**src/rtl/pic_cmd_sequencer.sv**
```systemverilog
// 8259-style PIC command/initialization sequencer: bus sampling, ICW1..ICW4 sequencing,
// OCW decode, data-buffer steering and read-back mux. Define PIC_CASCADE_EN to keep ICW3.
module pic_cmd_sequencer #(
  parameter logic [7:0] IMR_RESET      = 8'hFF,
  parameter logic [4:0] VEC_BASE_RESET = 5'h00
) (
  input  logic       clk,
  input  logic       rst_n,
  input  logic       cs_n,
  input  logic       rd_n,
  input  logic       wr_n,
  input  logic       a0,
  input  logic [7:0] din,
  input  logic [7:0] irr,
  input  logic [7:0] isr,
  input  logic [7:0] poll_word,
  output logic       buf_r,
  output logic       buf_w,
  output logic [7:0] dout,
  output logic       init_done,
  output logic [4:0] vec_base,
  output logic       ltim,
  output logic       sngl,
  output logic [7:0] icw3,
  output logic [4:0] icw4,
  output logic [7:0] imr,
  output logic       ocw2_valid,
  output logic [7:0] ocw2,
  output logic       smm,
  output logic       poll_ack
);

  typedef enum logic [2:0] {
    S_IDLE      = 3'd0,
    S_WAIT_ICW2 = 3'd1,
`ifdef PIC_CASCADE_EN
    S_WAIT_ICW3 = 3'd2,
`endif
    S_WAIT_ICW4 = 3'd3,
    S_READY     = 3'd4
  } state_t;

  state_t     r_state, w_state_nxt;
  logic       r_wr_act, r_rd_act, r_wa0, r_ra0;
  logic [7:0] r_wdat;
  logic       r_ic4, r_rr_sel, r_poll_pend;
  logic       r_buf_r, r_buf_w, r_ocw2_valid, r_poll_ack, r_ltim, r_smm;
  logic [7:0] r_dout, r_imr, r_ocw2;
  logic [4:0] r_vec_base, r_icw4;
`ifdef PIC_CASCADE_EN
  logic       r_sngl;
  logic [7:0] r_icw3;
`endif

  logic w_wr_active, w_rd_active, w_commit, w_rd_end;
  logic w_icw1, w_ocw1, w_ocw2, w_ocw3, w_ld_icw2, w_ld_icw4;
  logic w_sngl;

  // Simultaneous rd/wr strobes resolve as a write.
  assign w_wr_active = ~cs_n & ~wr_n;
  assign w_rd_active = ~cs_n & ~rd_n & wr_n;
  assign w_commit    = r_wr_act & ~w_wr_active;
  assign w_rd_end    = r_rd_act & ~w_rd_active;

  assign w_icw1    = w_commit & ~r_wa0 & r_wdat[4];
  assign w_ld_icw2 = w_commit & r_wa0 & (r_state == S_WAIT_ICW2);
  assign w_ld_icw4 = w_commit & r_wa0 & (r_state == S_WAIT_ICW4);
  assign w_ocw1    = w_commit & r_wa0 & (r_state == S_READY);
  assign w_ocw2    = w_commit & ~r_wa0 & (r_wdat[4:3] == 2'b00) & (r_state == S_READY);
  assign w_ocw3    = w_commit & ~r_wa0 & (r_wdat[4:3] == 2'b01) & (r_state == S_READY);

`ifdef PIC_CASCADE_EN
  assign w_sngl = r_sngl;
  assign icw3   = r_icw3;
`else
  assign w_sngl = 1'b1;
  assign icw3   = 8'h00;
`endif

  always_ff @(posedge clk or negedge rst_n) begin
    if (!rst_n) r_state <= S_IDLE;
    else        r_state <= w_state_nxt;
  end

  always_comb begin
    w_state_nxt = r_state;
    if (w_icw1) begin
      w_state_nxt = S_WAIT_ICW2;
    end else if (w_commit && r_wa0) begin
      case (r_state)
        S_WAIT_ICW2: begin
          if (!w_sngl)
`ifdef PIC_CASCADE_EN
            w_state_nxt = S_WAIT_ICW3;
`else
            w_state_nxt = S_WAIT_ICW4;
`endif
          else if (r_ic4) w_state_nxt = S_WAIT_ICW4;
          else            w_state_nxt = S_READY;
        end
`ifdef PIC_CASCADE_EN
        S_WAIT_ICW3: w_state_nxt = r_ic4 ? S_WAIT_ICW4 : S_READY;
`endif
        S_WAIT_ICW4: w_state_nxt = S_READY;
        default:     w_state_nxt = r_state;
      endcase
    end
  end

  always_ff @(posedge clk or negedge rst_n) begin
    if (!rst_n) begin
      r_wr_act     <= 1'b0;
      r_rd_act     <= 1'b0;
      r_wa0        <= 1'b0;
      r_ra0        <= 1'b0;
      r_wdat       <= 8'h00;
      r_buf_r      <= 1'b1;
      r_buf_w      <= 1'b1;
      r_dout       <= 8'h00;
      r_vec_base   <= VEC_BASE_RESET;
      r_ltim       <= 1'b0;
      r_ic4        <= 1'b0;
      r_icw4       <= 5'h00;
      r_imr        <= IMR_RESET;
      r_ocw2       <= 8'h00;
      r_ocw2_valid <= 1'b0;
      r_smm        <= 1'b0;
      r_rr_sel     <= 1'b0;
      r_poll_pend  <= 1'b0;
      r_poll_ack   <= 1'b0;
`ifdef PIC_CASCADE_EN
      r_sngl       <= 1'b1;
      r_icw3       <= 8'h00;
`endif
    end else begin
      r_wr_act     <= w_wr_active;
      r_rd_act     <= w_rd_active;
      if (w_wr_active) begin
        r_wdat <= din;
        r_wa0  <= a0;
      end
      if (w_rd_active) r_ra0 <= a0;
      r_buf_r      <= ~w_rd_active;
      r_buf_w      <= ~w_wr_active;
      r_ocw2_valid <= w_ocw2;
      r_poll_ack   <= 1'b0;

      if (r_poll_pend && !a0) r_dout <= poll_word;
      else if (a0)            r_dout <= r_imr;
      else                    r_dout <= r_rr_sel ? isr : irr;

      if (w_icw1) begin
        r_ltim      <= r_wdat[3];
        r_ic4       <= r_wdat[0];
        r_imr       <= IMR_RESET;
        r_smm       <= 1'b0;
        r_rr_sel    <= 1'b0;
        r_poll_pend <= 1'b0;
        r_icw4      <= 5'h00;
`ifdef PIC_CASCADE_EN
        r_sngl      <= r_wdat[1];
`endif
      end else begin
        if (w_ld_icw2) r_vec_base <= r_wdat[7:3];
`ifdef PIC_CASCADE_EN
        if (w_commit && r_wa0 && r_state == S_WAIT_ICW3) r_icw3 <= r_wdat;
`endif
        if (w_ld_icw4) r_icw4 <= r_wdat[4:0];
        if (w_ocw1)    r_imr  <= r_wdat;
        if (w_ocw2)    r_ocw2 <= r_wdat;
        if (w_ocw3) begin
          if (r_wdat[1]) r_rr_sel <= r_wdat[0];
          if (r_wdat[6]) r_smm    <= r_wdat[5];
        end
        // A poll request survives only until the next completed bus cycle.
        if (w_ocw3 && r_wdat[2]) begin
          r_poll_pend <= 1'b1;
        end else if (w_commit && r_poll_pend) begin
          r_poll_pend <= 1'b0;
        end else if (w_rd_end && r_poll_pend && !r_ra0) begin
          r_poll_pend <= 1'b0;
          r_poll_ack  <= 1'b1;
        end
      end
    end
  end

  assign buf_r      = r_buf_r;
  assign buf_w      = r_buf_w;
  assign dout       = r_dout;
  assign init_done  = (r_state == S_READY);
  assign vec_base   = r_vec_base;
  assign ltim       = r_ltim;
  assign sngl       = w_sngl;
  assign icw4       = r_icw4;
  assign imr        = r_imr;
  assign ocw2_valid = r_ocw2_valid;
  assign ocw2       = r_ocw2;
  assign smm        = r_smm;
  assign poll_ack   = r_poll_ack;

endmodule

```
**config.mk**
```make
export PLATFORM = sky130hd
export DESIGN_NAME = pic_cmd_sequencer
export DESIGN_NICKNAME = d
export VERILOG_FILES = /design/src/rtl/pic_cmd_sequencer.sv
export SDC_FILE = /design/constraint.sdc
export NUM_CORES = 1
export LEC_CHECK = 0
export ABC_AREA = 1
export BUFFER_PORTS_ARGS = -buffer_cell sky130_fd_sc_hd__buf_2
export CAP_MARGIN = 20
export CORE_MARGIN = 3
export CORE_UTILIZATION = 50
export DETAILED_ROUTE_END_ITERATION = 6
export PLACE_DENSITY = 0.83
export SYNTH_ARGS = -nofsm -noshare
export SYNTH_HDL_FRONTEND = slang
export SYNTH_SLANG_ARGS = --single-unit
```
**constraint.sdc**
```tcl
create_clock -name clk -period 1.65 [get_ports clk]
set_clock_uncertainty 0.2 [all_clocks]
set_input_delay 0.0825 -clock clk [delete_from_list [all_inputs] [get_ports clk]]
set_output_delay 0.0825 -clock clk [all_outputs]
set_load 0.01 [all_outputs]
```
; ---- Word level (Yosys, flattened, before mapping)
; Index checks and enable logic that the tools add are counted.
[classes]
mux = 25
n_bitwise = 22
n_eq_ne = 4
reduce_logical = 22
[ops]
columns = cell, n
row1 = two-way mux 8 bit, 5
row2 = AND 1 bit, 15
row3 = two-way mux 1 bit, 14
row4 = nonzero test 2 bit, 6
row5 = two-way mux 5 bit, 2
row6 = AND reduction 2 bit, 5
row7 = two-way mux 3 bit, 3
row8 = inverter 1 bit, 7
row9 = logical AND 1 bit, 6
row10 = one-hot mux 3 bit (2 select lines), 1
row11 = nonzero test 4 bit, 1
row12 = "equality test 3 x 1 -> 1 bit, second input constant", 1
row13 = "equality test 3 x 2 -> 1 bit, second input constant", 1
row14 = "equality test 3 bit, second input constant", 1
row15 = nonzero test 3 bit, 1
row16 = "equality test 2 x 1 -> 1 bit, second input constant", 1
row17 = zero test 1 bit, 2
row18 = zero test 2 bit, 1
[word_totals]
out_inout_bits = 50
register_bits = 58
wordCells = 93

; ---- Longest topological paths before layout
[depth]
ltp_word = 11
ltp_mapped = 9
mapped_depth_nobuf = 9

; ---- Worst setup path after synthesis
; No wires, ideal clock.
[synth_path]
path_type = register to register
from = register r_state[0]
to = register r_ocw2[2] (netlist: ocw2[2])
slack_ns = 0.221
path_stages_with_launch = 8
arrival_ns = 1.110
setup_ns = 0.119
required_time_ns = 1.331
cell_sequence = dfrtp_1 > nor2_1 > nand2_1 > nor3_1 > nand2_1 > buf_6 > nand2_1 > o21ai_2
[synth_between]
elab_chain_len = 3
[synth_lines]
columns = item, line
row1 = start: declaration, 43  ; state_t r_state, w_state_nxt;
row2 = start signal: assignment, 82  ; else r_state <= w_state_nxt;
row3 = equality test 3 bit, 69  ; assign w_ocw2 = w_commit & ~r_wa0 & (r_wdat[4:3] == 2'b00) & (r_state == S_READY);
row4 = AND 1 bit, 69
row5 = AND reduction 2 bit (no source line), n/a
row6 = end signal: assignment, 170  ; if (w_ocw2) r_ocw2 <= r_wdat;
row7 = end: declaration, 48  ; logic [7:0] r_dout, r_imr, r_ocw2;
; No other way between the ends.
; A chain may end at the register's enable or synchronous reset.

; ---- Worst setup path after layout
[layout_path]
from = register r_wa0
to = register r_ocw2[0] (netlist: ocw2[0])
[layout_between]
elab_chain_len = 5
word_cells_on_any_way = 7
cone_classes = 6 x bitwise / 1 x reduce/logical
[layout_lines]
columns = item, line
row1 = start: declaration, 44  ; logic r_wr_act, r_rd_act, r_wa0, r_ra0;
row2 = start signal: assignment, 114  ; r_wa0 <= 1'b0;
row3 = start signal: assignment, 140  ; r_wa0 <= a0;
row4 = inverter 1 bit *, "65, 69"
row5 = AND 1 bit *, "65, 69"
row6 = AND 1 bit (on tied branches), "69, 65"
row7 = AND 1 bit or inverter 1 bit (tied branches), n/a
row8 = AND reduction 2 bit (no source line) *, n/a
; Every way passes the cells marked *; elsewhere a longest branch is shown, timed or not.

==> impl_metrics.toml <==
[synth]
synth_cells = 277
ys_seq_elements = 58
synth_top_area_share_pct = 46.3
ys_async_sr_fraction_pct = 100
synth_area_leader_cell = "dfrtp_1"
syn_avg_cell_area_um2 = 9.36
muxShareOfSynthArea_pct = 1.54
synthFlopType = "dfrtp_1"
synth_cell_type_count = 27
netlist_top_cells_area = "dfrtp_1 46%, nand2_1 12%, dfstp_2 10%"
yosysWarningCount = 0
synth_compound_area_share_pct = 12.4
synth_common_cells = "83 x nand2_1, 48 x dfrtp_1, 27 x inv_1"
synth-adder-area-share_pct = 0
synth-simple-area-share_pct = 20.0
synth-seq-area-share_pct = 56.5
synthXorXnorAreaFrac_pct = 0
synth_edf_count = 0
syn-cell-area_um2 = 2590
synth_top_family_by_area = "simple AND/OR/NAND/NOR gates"
yosysMostFrequentCell = "nand2_1"

[placement]
pre_cts_slack_ps = 102
port_buffers = 78
gp_congestion = 0.791
dp_hpwl_um = 3990

[final_layout]
n_fill_cell = 353
drive_above_1_share_pct = 34.7
area_growth_pct = 40.0
multiInputGateArea_um2 = 935
num_antenna_cells = 0
ff_latch_area_um2 = 1460
nets = 443

[die]
die_x_um = 78.0
coreArea_um2 = 4880
fp.dieH_um = 78.0
io_pins = 88
start_util_pct = 53.1
row_count = 25
dieArea_um2 = 6080

[sta]
min_period_ps = 1610
slew_viol_final = 0
setup-tns-final_ps = 0
hold_viol_final = 0
max_freq_ghz = 0.622
grt_setup_unrepaired = "true"
setup_violations = 0
min_period_over_period_pct = 97.4
fin_ws_ps = 43.4

[global_route]
grt_pass1_vias = 2227
grt_pass1_wl_um = 10800
antenna_found_initial = 0
grt_max_degree = 57
overflow = 0
grt_use_total_pct = 23.2

[route]
ant_nets = 0
via_count = 2325
drt_iter0_drc = 85
firstDrtPassIters = 4
drcViolationCount = 0
finalWirelength_um = 6730
routedWlPerCell_um = 14.1
vias_per_cell = 4.88

[power]
ir_drop_uv = 697
p_leak_nw = 1.89
power.density_nw_per_um2 = 1240

[cts]
cts_tree = "done"
clockBufferDepth = 2
clock_latency_ps = 330
cts.clk_slew.worst_paths_ps = 60
clockRootBuffer = "clkbuf_8"
cts_max_level = 3
cts-buffers-inserted = 9
cts_num_sinks = 58

[critical_path]
crit_chain = "nor3_1, nand2_1, buf_4, nand2_1, o21ai_2"
cpMostUsedCell = "nand2_1"
cp-end-kind = "register"
crit_fanout = 12
crit_path_top_delay_cell = "dfrtp_1"
cp.required_ps = 1660
start_kind = "register"
critPathMaxStageDelay_ps = 460
worstPathArrival_ps = 1620
path_class = "reg2reg"

[run_status]
outcome = "finished clean"

[flow_run]
drv_cap = 0

[worst_hold_path]
hold_path.class = "in2async"
==> sequential cells by signal, indices dropped and copies added, names as in the netlist, 3 cells and up <==
register,count
r_state,3
ocw2,8
vec_base,5
dout,8
r_wdat,8
icw4,5
imr,8
==> area by class of cell <==
cell class | instances | area share [%]
clock buffers | 12 | 4.28
clock inverters | 3 | 0.414
inverters | 30 | 3.10
multi-input cells | 179 | 25.8
flip-flops and latches | 58 | 40.3
well taps | 67 | 2.31
repair buffers | 127 | 23.8
==> repair_timing <==
item,in CTS,in global routing
buffers inserted,0,5
endpoints found under the hold margin,81,0
gates resized for setup,0,4
hold buffers,37,0
setup endpoints to repair,0,14
==> final timing paths <==
path | startpoint | to | slack, ps | cells after the start
hold reg to reg | vec_base[2]$_DFFE_PN0P_ | vec_base[2]$_DFFE_PN0P_ | 280 | 2
setup reg to reg | r_wa0$_DFFE_PN0P_ | ocw2[0]$_DFFE_PN0P_ | 40 | 5
max in group asynchronous | rst_n | imr[3]$_DFFE_PN1P_ | 840 | 3
min in group clk | vec_base[2]$_DFFE_PN0P_ | vec_base[2]$_DFFE_PN0P_ | 280 | 2
setup / recovery | r_wa0$_DFFE_PN0P_ | ocw2[0]$_DFFE_PN0P_ | 40 | 5
hold / removal | rst_n | buf_r$_DFF_PN1_ | 70 | 2
==> placed cells by master (no fill, tap or decap), types with 10 or more instances in the layout <==
cell type / netlist / final
nand2_1: 83 / 83
dfrtp_1: 48 / 48
clkbuf_8: 0 / 11
nor2_1: 14 / 13
dlygate4sd3_1: 0 / 37
buf_2: 4 / 78
buf_4: 10 / 11
o21ai_2: 14 / 14
dfstp_2: 10 / 10
o21ai_0: 18 / 18
inv_1: 27 / 27
==> cell families (layout without fill, tap and decap cells) <==
family,count (synthesis),in the layout
simple gates,117,117
flops,58,58
compound gates,49,49
buf+inv,47,172
mux,4,4
other cells,2,9
==> worst max-delay path: cells and delay by family, from the launching register on <==
kind / cells / cell delay [ps]
flops: 1 / 460
simple gates: 3 / 570
buf+inv: 1 / 210
compound gates: 1 / 60
==> metal layers <==
| layer | up-vias | part of all wire (%) | GRT usage, % |
|---|---|---|---|
| li1 | 1131 | - | - |
| met1 | 1054 | 41 | 28.2 |
| met2 | 119 | 48 | 37.3 |
| met3 | 21 | 7.7 | 7.31 |
| met4 | 0 | 2.8 | 11.4 |
| met5 | - | 0 | 0 |
==> power by group <==
group / total [mW] / internal (mW) / leakage (nW) / switching (mW)
registers: 2.08 / 1.84 / 0.726 / 0.239
clock network: 1.12 / 0.610 / 0.0920 / 0.508
logic: 1.30 / 0.567 / 1.07 / 0.732
total: 4.50 / 3.02 / 1.89 / 1.48
==> stage by stage <==
stage                     hold WS (ps)  area, µm²  power, mW  util (%)  std cells
after global placement            -130       3030       3.22      62.1        419
final                             71.3       3630       4.50      74.4        476
after CTS                         48.6       3570       4.45      73.2        471
after detailed placement          -126       3030       3.25      62.1        419
after floorplan                   -413       2620       2.77         -        284
after global routing              63.7       3630       4.78      74.4        476
(Power assumes the default switching activity.)
